==> config.mk <==
export PLATFORM = sky130hd
export DESIGN_NAME = multicycle_control_flat
export DESIGN_NICKNAME = d
export VERILOG_FILES = /design/src/rtl/multicycle_pkg.sv /design/src/rtl/multicycle_control_if.sv /design/src/rtl/multicycle_control_decode.sv /design/src/rtl/multicycle_control.sv /design/src/flat_wrapper.sv
export SDC_FILE = /design/constraint.sdc
export NUM_CORES = 1
export LEC_CHECK = 0
export CAP_MARGIN = 20
export CORE_MARGIN = 5
export CORE_UTILIZATION = 39
export DETAILED_ROUTE_END_ITERATION = 6
export PLACE_DENSITY = 0.78
export SKIP_LAST_GASP = 1
export SYNTH_ARGS = -nofsm -noshare
export SYNTH_HDL_FRONTEND = slang
export SYNTH_HIERARCHICAL = 1
export SYNTH_SLANG_ARGS = --single-unit
==> constraint.sdc <==
create_clock -name clock -period 2.07 [get_ports clock]
set_clock_uncertainty 0.2 [all_clocks]
set_input_delay 0.414 -clock clock [delete_from_list [all_inputs] [get_ports clock]]
set_output_delay 0.414 -clock clock [all_outputs]
set_load 0.01 [all_outputs]
==> src/rtl/multicycle_pkg.sv <==
// Shared definitions for the multicycle MIPS-subset controller: opcodes,
// state encodings, datapath mux/ALU encodings and the control word layout.
package multicycle_pkg;

  // Instruction opcodes (IR[31:26])
  localparam logic [5:0] OP_RTYPE = 6'b000000;
  localparam logic [5:0] OP_LW    = 6'b100011;
  localparam logic [5:0] OP_SW    = 6'b101011;
  localparam logic [5:0] OP_BEQ   = 6'b000100;
  localparam logic [5:0] OP_J     = 6'b000010;
  localparam logic [5:0] OP_ADDI  = 6'b001000;

  // Controller states; encodings 12-15 are unused and recover to FETCH
  typedef enum logic [3:0] {
    S_FETCH  = 4'd0,
    S_DECODE = 4'd1,
    S_MEMADR = 4'd2,
    S_MEMRD  = 4'd3,
    S_MEMWB  = 4'd4,
    S_MEMWR  = 4'd5,
    S_RTEX   = 4'd6,
    S_RTWB   = 4'd7,
    S_BRANCH = 4'd8,
    S_JUMP   = 4'd9,
    S_ADDIEX = 4'd10,
    S_ADDIWB = 4'd11
  } state_t;

  // ALUOp encodings, shared with alu_control
  localparam logic [1:0] ALUOP_ADD   = 2'b00;
  localparam logic [1:0] ALUOP_SUB   = 2'b01;
  localparam logic [1:0] ALUOP_FUNCT = 2'b10;

  // ALU operand B mux select
  localparam logic [1:0] SRCB_B       = 2'b00;
  localparam logic [1:0] SRCB_FOUR    = 2'b01;
  localparam logic [1:0] SRCB_IMM     = 2'b10;
  localparam logic [1:0] SRCB_IMM_SH2 = 2'b11;

  // PC source mux select
  localparam logic [1:0] PCSRC_ALU    = 2'b00;
  localparam logic [1:0] PCSRC_ALUOUT = 2'b01;
  localparam logic [1:0] PCSRC_JUMP   = 2'b10;

  // Full set of datapath control strobes produced per state
  typedef struct packed {
    logic       pc_write;
    logic       ior_d;
    logic       mem_read;
    logic       mem_write;
    logic       ir_write;
    logic       memto_reg;
    logic       reg_dst;
    logic       reg_write;
    logic       alu_src_a;
    logic [1:0] alu_src_b;
    logic [1:0] alu_op;
    logic [1:0] pc_source;
  } ctrl_t;

  localparam ctrl_t CTRL_IDLE = '0;

endpackage

==> src/rtl/multicycle_control_if.sv <==
// Controller <-> datapath bundle. master = controller, slave = datapath.
// MULTICYCLE_MEM_WAIT_EN adds the MemReady handshake from memory.
interface multicycle_control_if #(
  parameter int STATE_WIDTH = 4,
  parameter int OP_WIDTH    = 6
);
  logic [OP_WIDTH-1:0]    Opcode;
  logic                   Zero;
`ifdef MULTICYCLE_MEM_WAIT_EN
  logic                   MemReady;
`endif
  logic                   PCWrite;
  logic                   IorD;
  logic                   MemRead;
  logic                   MemWrite;
  logic                   IRWrite;
  logic                   MemtoReg;
  logic                   RegDst;
  logic                   RegWrite;
  logic                   ALUSrcA;
  logic [1:0]             ALUSrcB;
  logic [1:0]             ALUOp;
  logic [1:0]             PCSource;
  logic                   BadOpcode;
  logic [STATE_WIDTH-1:0] State;

  modport master (
`ifdef MULTICYCLE_MEM_WAIT_EN
    input  MemReady,
`endif
    input  Opcode, Zero,
    output PCWrite, IorD, MemRead, MemWrite, IRWrite, MemtoReg, RegDst,
           RegWrite, ALUSrcA, ALUSrcB, ALUOp, PCSource, BadOpcode, State
  );

  modport slave (
`ifdef MULTICYCLE_MEM_WAIT_EN
    output MemReady,
`endif
    output Opcode, Zero,
    input  PCWrite, IorD, MemRead, MemWrite, IRWrite, MemtoReg, RegDst,
           RegWrite, ALUSrcA, ALUSrcB, ALUOp, PCSource, BadOpcode, State
  );

endinterface

==> src/rtl/multicycle_control_decode.sv <==
// Combinational state -> control word lookup. Only BRANCH looks at Zero and
// only FETCH looks at mem_ready (tied high when memory never stalls).
module multicycle_control_decode
  import multicycle_pkg::*;
(
  input  state_t state_i,
  input  logic   zero_i,
  input  logic   mem_ready_i,
  output ctrl_t  ctrl_o
);

  // Per-state control strobes; everything not listed stays deasserted
  always_comb begin
    ctrl_o = CTRL_IDLE;
    case (state_i)
      S_FETCH: begin
        ctrl_o.mem_read  = 1'b1;
        // PC/IR update only on the cycle the fetch completes, so a stalled
        // fetch advances the PC exactly once
        ctrl_o.ir_write  = mem_ready_i;
        ctrl_o.pc_write  = mem_ready_i;
        ctrl_o.alu_src_b = SRCB_FOUR;
        ctrl_o.pc_source = PCSRC_ALU;
      end
      S_DECODE: begin
        ctrl_o.alu_src_b = SRCB_IMM_SH2;
      end
      S_MEMADR, S_ADDIEX: begin
        ctrl_o.alu_src_a = 1'b1;
        ctrl_o.alu_src_b = SRCB_IMM;
      end
      S_MEMRD: begin
        ctrl_o.mem_read = 1'b1;
        ctrl_o.ior_d    = 1'b1;
      end
      S_MEMWB: begin
        ctrl_o.reg_write = 1'b1;
        ctrl_o.memto_reg = 1'b1;
      end
      S_MEMWR: begin
        ctrl_o.mem_write = 1'b1;
        ctrl_o.ior_d     = 1'b1;
      end
      S_RTEX: begin
        ctrl_o.alu_src_a = 1'b1;
        ctrl_o.alu_src_b = SRCB_B;
        ctrl_o.alu_op    = ALUOP_FUNCT;
      end
      S_RTWB: begin
        ctrl_o.reg_write = 1'b1;
        ctrl_o.reg_dst   = 1'b1;
      end
      S_BRANCH: begin
        ctrl_o.alu_src_a = 1'b1;
        ctrl_o.alu_op    = ALUOP_SUB;
        ctrl_o.pc_source = PCSRC_ALUOUT;
        ctrl_o.pc_write  = zero_i;
      end
      S_JUMP: begin
        ctrl_o.pc_write  = 1'b1;
        ctrl_o.pc_source = PCSRC_JUMP;
      end
      S_ADDIWB: begin
        ctrl_o.reg_write = 1'b1;
      end
      default: ;
    endcase
  end

endmodule

==> src/rtl/multicycle_control.sv <==
// Multicycle MIPS-subset main controller: state register plus next-state
// logic; control strobes come from multicycle_control_decode.
// Optional: MULTICYCLE_MEM_WAIT_EN stalls FETCH/MEMRD/MEMWR on MemReady.
module multicycle_control
  import multicycle_pkg::*;
#(
  parameter int STATE_WIDTH = 4,
  parameter int OP_WIDTH    = 6
) (
  input  logic                clock,
  input  logic                reset,
  multicycle_control_if.master bus
);

  state_t     state_q;
  state_t     state_d;
  logic       bad_opcode;
  logic       mem_ready;
  logic [5:0] opcode;
  ctrl_t      ctrl;

`ifdef MULTICYCLE_MEM_WAIT_EN
  assign mem_ready = bus.MemReady;
`else
  assign mem_ready = 1'b1;
`endif

  assign opcode = bus.Opcode[OP_WIDTH-1 -: 6];

  // State register; reset aborts any instruction and restarts at FETCH
  always_ff @(posedge clock or posedge reset) begin
    if (reset) state_q <= S_FETCH;
    else       state_q <= state_d;
  end

  // Next-state selection and the DECODE-time illegal opcode flag
  always_comb begin
    state_d    = S_FETCH;
    bad_opcode = 1'b0;
    case (state_q)
      S_FETCH:  state_d = mem_ready ? S_DECODE : S_FETCH;
      S_DECODE: begin
        case (opcode)
          OP_LW, OP_SW: state_d = S_MEMADR;
          OP_RTYPE:     state_d = S_RTEX;
          OP_BEQ:       state_d = S_BRANCH;
          OP_J:         state_d = S_JUMP;
          OP_ADDI:      state_d = S_ADDIEX;
          default: begin
            state_d    = S_FETCH;
            bad_opcode = 1'b1;
          end
        endcase
      end
      S_MEMADR: state_d = (opcode == OP_SW) ? S_MEMWR : S_MEMRD;
      S_MEMRD:  state_d = mem_ready ? S_MEMWB : S_MEMRD;
      S_MEMWR:  state_d = mem_ready ? S_FETCH : S_MEMWR;
      S_RTEX:   state_d = S_RTWB;
      S_ADDIEX: state_d = S_ADDIWB;
      default:  state_d = S_FETCH;
    endcase
  end

  multicycle_control_decode u_decode (
    .state_i     (state_q),
    .zero_i      (bus.Zero),
    .mem_ready_i (mem_ready),
    .ctrl_o      (ctrl)
  );

  assign bus.PCWrite   = ctrl.pc_write;
  assign bus.IorD      = ctrl.ior_d;
  assign bus.MemRead   = ctrl.mem_read;
  assign bus.MemWrite  = ctrl.mem_write;
  assign bus.IRWrite   = ctrl.ir_write;
  assign bus.MemtoReg  = ctrl.memto_reg;
  assign bus.RegDst    = ctrl.reg_dst;
  assign bus.RegWrite  = ctrl.reg_write;
  assign bus.ALUSrcA   = ctrl.alu_src_a;
  assign bus.ALUSrcB   = ctrl.alu_src_b;
  assign bus.ALUOp     = ctrl.alu_op;
  assign bus.PCSource  = ctrl.pc_source;
  assign bus.BadOpcode = bad_opcode;
  assign bus.State     = STATE_WIDTH'(state_q);

endmodule

==> src/flat_wrapper.sv <==
// flat-port wrapper written by rule: the top's interface ports become plain ports
module multicycle_control_flat import multicycle_pkg::*;
#(
  parameter int STATE_WIDTH = 4,
  parameter int OP_WIDTH    = 6
)
  (clock, reset, bus_Opcode, bus_Zero, bus_PCWrite, bus_IorD, bus_MemRead, bus_MemWrite, bus_IRWrite, bus_MemtoReg, bus_RegDst, bus_RegWrite, bus_ALUSrcA, bus_ALUSrcB, bus_ALUOp, bus_PCSource, bus_BadOpcode, bus_State);
  multicycle_control_if #(.STATE_WIDTH(STATE_WIDTH), .OP_WIDTH(OP_WIDTH)) bus_i ();
  input  logic clock;
  input  logic reset;
  input wire logic [$bits(bus_i.Opcode)-1:0] bus_Opcode;
  input wire logic [$bits(bus_i.Zero)-1:0] bus_Zero;
  output wire logic [$bits(bus_i.PCWrite)-1:0] bus_PCWrite;
  output wire logic [$bits(bus_i.IorD)-1:0] bus_IorD;
  output wire logic [$bits(bus_i.MemRead)-1:0] bus_MemRead;
  output wire logic [$bits(bus_i.MemWrite)-1:0] bus_MemWrite;
  output wire logic [$bits(bus_i.IRWrite)-1:0] bus_IRWrite;
  output wire logic [$bits(bus_i.MemtoReg)-1:0] bus_MemtoReg;
  output wire logic [$bits(bus_i.RegDst)-1:0] bus_RegDst;
  output wire logic [$bits(bus_i.RegWrite)-1:0] bus_RegWrite;
  output wire logic [$bits(bus_i.ALUSrcA)-1:0] bus_ALUSrcA;
  output wire logic [$bits(bus_i.ALUSrcB)-1:0] bus_ALUSrcB;
  output wire logic [$bits(bus_i.ALUOp)-1:0] bus_ALUOp;
  output wire logic [$bits(bus_i.PCSource)-1:0] bus_PCSource;
  output wire logic [$bits(bus_i.BadOpcode)-1:0] bus_BadOpcode;
  output wire logic [$bits(bus_i.State)-1:0] bus_State;
  assign bus_i.Opcode = bus_Opcode;
  assign bus_i.Zero = bus_Zero;
  assign bus_PCWrite = bus_i.PCWrite;
  assign bus_IorD = bus_i.IorD;
  assign bus_MemRead = bus_i.MemRead;
  assign bus_MemWrite = bus_i.MemWrite;
  assign bus_IRWrite = bus_i.IRWrite;
  assign bus_MemtoReg = bus_i.MemtoReg;
  assign bus_RegDst = bus_i.RegDst;
  assign bus_RegWrite = bus_i.RegWrite;
  assign bus_ALUSrcA = bus_i.ALUSrcA;
  assign bus_ALUSrcB = bus_i.ALUSrcB;
  assign bus_ALUOp = bus_i.ALUOp;
  assign bus_PCSource = bus_i.PCSource;
  assign bus_BadOpcode = bus_i.BadOpcode;
  assign bus_State = bus_i.State;
  multicycle_control #(.STATE_WIDTH(STATE_WIDTH), .OP_WIDTH(OP_WIDTH)) u_core (.clock(clock), .reset(reset), .bus(bus_i));
endmodule
# [After elaboration in Yosys (flattened, before gate mapping)]
# Cells that the tools add are included.
[classes] reduce_logical=10 muxes=17 eq_ne=16
[ops] op="4-bit one-hot mux with 6 select lines" count=1
[ops] op="4-bit one-hot mux with 5 select lines" count=1
[ops] op="4-bit by 3-bit equality test with 1-bit output (second input constant)" count=4
[ops] op="4-bit equality test (second input constant)" count=4
[ops] op="6-bit equality test (second input constant)" count=2
[ops] op="1-bit two-way mux" count=10
[ops] op="2-bit OR reduction" count=5
[ops] op="4-bit by 2-bit equality test with 1-bit output (second input constant)" count=2
[ops] op="2-bit one-hot mux with 2 select lines" count=2
[ops] op="6-bit by 2-bit equality test with 1-bit output (second input constant)" count=1
[ops] op="6-bit by 3-bit equality test with 1-bit output (second input constant)" count=1
[ops] op="6-bit by 4-bit equality test with 1-bit output (second input constant)" count=1
[ops] op="6-bit zero test" count=1
[ops] op="2-bit one-hot mux with 3 select lines" count=1
[ops] op="6-bit OR reduction" count=1
[ops] op="4-bit by 1-bit equality test with 1-bit output (second input constant)" count=1
[ops] op="4-bit zero test" count=1
[ops] op="4-bit OR reduction" count=1
[ops] op="3-bit two-way mux" count=1
[ops] op="3-bit OR reduction" count=1
[ops] op="1-bit one-hot mux with 2 select lines" count=1
[word_totals] reg_bits=4 output_inout_bits=20 input_bits=9

# [Longest topological paths before layout]
[logic_depth] depth_word=4 ltp_mapped=4 mapped_depth_nobuf=3

# [Hierarchy]
# The synthesis kept the hierarchy.
[by_module_without_submodules] mod="multicycle_control" area_each_um2=334.1 seq_area_each_um2=100.1 n_inst=1 cells_per_inst=42
[by_module_without_submodules] mod="multicycle_control_decode" area_each_um2=244.0 seq_area_each_um2=0.0 n_inst=1 cells_per_inst=31

# [Least setup slack after synthesis]
# No wires, ideal clock.
[synth_timing] kind="flip-flop to output port" from="register u_core.state_q[0], in the netlist u_core/bus.State[0]" to="output bus_PCWrite" n_path_buf=1 path_slack_ps=165 t_arrival_ps=1291 path_stages_with_launch=4 required_ps=1456 cell_sequence="dfrtp_1 -> buf_6 -> or3b_1 -> a211oi_2"
[synth_via] elab_chain_cells=3 word_cells_on_any_way=5 cone_classes="eq/ne: 2; mux: 1; reduce/logical: 2"
[synth_lines] item="start: declaration" line_no="multicycle_control.sv:15" rtl="state_t state_q;"
[synth_lines] item="start signal: assignment" line_no="multicycle_control.sv:33" rtl="else state_q <= state_d;"
[synth_lines] item="4-bit equality test or 4-bit zero test (tied branches)" line_no="multicycle_control_decode.sv:15" rtl="case (state_i)"
[synth_lines] item="2-bit OR reduction (no line)"
[synth_lines] item="1-bit one-hot mux with 2 select lines *" line_no="multicycle_control_decode.sv:15"
[synth_lines] item="end: declaration" line_no="flat_wrapper.sv:13" rtl="output wire logic [$bits(bus_i.PCWrite)-1:0] bus_PCWrite;"
# Every way passes the cells marked *; elsewhere a longest branch is shown, timed or not.

# [Worst setup path after layout]
[layout_timing] from="register u_core.state_q[3], in the netlist u_core/bus.State[3]" to="output bus_ALUSrcB[1]"
[layout_via] elab_chain_cells=3 word_cells_on_any_way=6 cone_classes="eq/ne: 3; mux: 1; reduce/logical: 2"
[layout_lines] item="4-bit by 2-bit equality test with 1-bit output or 4-bit equality test (tied branches)" line_no="multicycle_control_decode.sv:15"
[layout_lines] item="2-bit OR reduction" line_no="multicycle_control_decode.sv:15"
[layout_lines] item="2-bit one-hot mux with 3 select lines *" line_no="multicycle_control_decode.sv:15"
[layout_lines] item="end: declaration" line_no="flat_wrapper.sv:22" rtl="output wire logic [$bits(bus_i.ALUSrcB)-1:0] bus_ALUSrcB;"
# Marks and branches as above.

==> run summary <==
outcome -> finished, violations left
failing checks -> negative setup slack
maxcap violations -> 0
fmax -> 478 MHz
most frequent cell after synthesis -> nor2_1
most frequently used flop master after synthesis -> dfrtp_1
Syn Area/Cell -> 7.92 µm²
Initial Utilization -> 42.8%
CP Class -> flop to output pin
Placer Congestion -> 0.887
WL/cell -> 14.4 µm
top cell type's share of synthesized area -> 17.3%
P_leak -> 0.000515 µW
top post-synthesis cells by area -> dfrtp_1, buf_6, nor2_1, nor3b_1, or3b_1
combinational power share -> 71.5%
CP Data Required Time -> 1.46 ns
TritonCTS buffer count -> 3
CTS tree -> built
initial DRC count -> 12
cell taking the most area after synthesis -> dfrtp_1
total power draw -> 787 µW
port bufs -> 28
Yosys warning count -> 6
sequential cell fraction of total power -> 15.8%
internal power -> 459 µW
worst-path maximum fanout -> 7
largest net degree at the start of global routing -> 10
Congestion Overflow GR -> 0
first-pass detailed-route iteration total -> 4
area growth from synthesis to layout -> 82.0%
max reg flops -> 4
Final WS setup -> -0.0216 ns
clk_lat worst skew -> 0.24 ns
CP startpoint kind -> flop
Final setup viols -> 1
Root Driver -> clkbuf_4
count of cell types in the netlist -> 35
Final TNS setup -> -0.0216 ns
Cell Pwr Density -> 748 nW/µm²
Antenna Nets Post-Route -> 0
async set or reset register ratio after synthesis -> 100%
mapped cell area -> 578 µm²
site row count -> 13
first-pass GRT wire length -> 2920 µm
Sw Ratio -> 41.7%
period utilisation layout -> 101%
Die Y -> 48.5 µm
vias in the first global route -> 705
Fill cells -> 87
Slew Limit Fails -> 0
total core area -> 1350 µm²
EDFF count, synth -> 0
arrival time worst endpoint -> 1.48 ns
register area share after synthesis -> 17.3%
RSZ-0062 raised after global routing -> true
die area -> 2350 µm²
Routed WL -> 1950 µm
cts hold-fix bufs -> 0
Clk pin slew, worst setup/hold paths -> 0.04 ns
layout cells sized above 1 -> 44.6%
die width -> 48.5 µm
fin nets -> 132
DRC violations left -> 0
register bit count reported by yosys -> 4
vias -> 726
GRT Util Overall -> 14.7%
Synth top cells by count -> nor2_1, nand2_1, o21ai_0
Net Sw Power -> 328 µW
HPWL after DPL -> 1420 µm
Min-Delay Path Class -> input pin to asynchronous set/reset pin
I/O pin total -> 29
initial antenna violation count -> 0
fin crit period -> 2.09 ns
Clk pwr share -> 12.8%
CTS sink cnt -> 4
CTS Buffer Depth -> 2
via-per-instance ratio -> 5.34
Antenna Cells -> 0
Crit. End Element -> output pin
Fin. Hold Viols -> 0
Peak VDD IR -> 434 µV
CTS HTree Levels -> 1
Cells after Synth -> 73
## metrics by stage
| stage | hold WS, ns | std cells | util, % | instance area [µm²] | setup slack [ns] |
|---|---|---|---|---|---|
| global route | 0.168 | 136 | 77.9 | 1050 | -0.0595 |
| CTS | 0.155 | 134 | 75.3 | 1020 | -0.273 |
| detailed placement | 0.405 | 131 | 72.6 | 980 | -0.610 |
| finish | 0.168 | 136 | 77.9 | 1050 | -0.0216 |
| floorplan | -0.0199 | 74 | - | 582 | 0.165 |
| global placement | 0.401 | 131 | 72.6 | 980 | -0.592 |
## area by class of cell
cell class	instances	area (µm²)	share of cell area [%]
Inverter	2	7.51	0.713
Clock buffer	3	22.5	2.14
Sequential cell	4	103	9.75
Tap cell	15	18.8	1.78
Timing Repair Buffer	50	417	39.6
Multi-Input combinational cell	62	484	46.0
## power by group through the flow
| stage | combinational (µW) | clock, µW | sequential (µW) |
|---|---|---|---|
| final | 562 | 100 | 124 |
| after global routing | 607 | 113 | 126 |
| after CTS | 548 | 101 | 124 |
| after detailed placement | 563 | 0 | 119 |
| after global placement | 550 | 0 | 119 |
| after floorplan | 303 | 0 | 132 |
## logic make-up (layout without fill, tap and decap cells)
family | after synthesis | after routing | synth area share [%]
flops | 4 | 4 | 17.3
other cells | 1 | 2 | 0.649
simple gates | 39 | 39 | 44.4
xor+xnor | 4 | 4 | 6.06
buf+inv | 8 | 55 | 10.2
compound gates | 17 | 17 | 21.4
## layer usage
layer / share of wire (%) / GRT usage [%] / up-vias / routed length [µm]
li1: - / - / 360 / -
met1: 36 / 14.7 / 328 / 694
met2: 56 / 28.5 / 34 / 1100
met3: 6.6 / 2.75 / 4 / 128
met4: 1.8 / 6.73 / 0 / 35
met5: 0 / 0 / - / 0
## worst max-delay path, stage by stage (launching register included)
cell,delay [ns]
dfrtp_1,0.38
buf_4,0.17
or3b_1,0.39
a21oi_2,0.16
buf_2,0.14
## path summary, 6_finish.rpt
path                                     start  depth (start not counted)                   to  slack (ns)
max                        u_core/bus.State[3]                          4       bus_ALUSrcB[1]       -0.02
min                                      reset                          2  u_core/bus.State[0]        0.17
max reg2reg                u_core/bus.State[3]                          5  u_core/bus.State[3]        0.37
min reg2reg                u_core/bus.State[2]                          2  u_core/bus.State[3]        0.54
max in group asynchronous                reset                          2  u_core/bus.State[2]        1.34
min in group clock               bus_Opcode[5]                          4  u_core/bus.State[3]        0.41
## placed cells by master (no fill, tap or decap), types with 4 or more instances in the layout
master           instances
dlygate4sd2_1            5
dlymetal6s2s_1           6
buf_2                    6
clkdlybuf4s50_1          5
clkbuf_2                 4
nand2_1                  6
nor2_1                   8
nor3b_2                  4
buf_4                   19
o21ai_0                  4
## what timing repair did
| action | CTS | global route |
|---|---|---|
| gates cloned | 0 | 0 |
| resized for setup | 43 | 26 |
| pin swaps | 0 | 4 |
| setup endpoints to repair | 17 | 11 |
| endpoints found under the hold margin | 0 | 0 |
| buffers inserted | 0 | 2 |
Note: power is estimated with default switching activity, not from simulation.
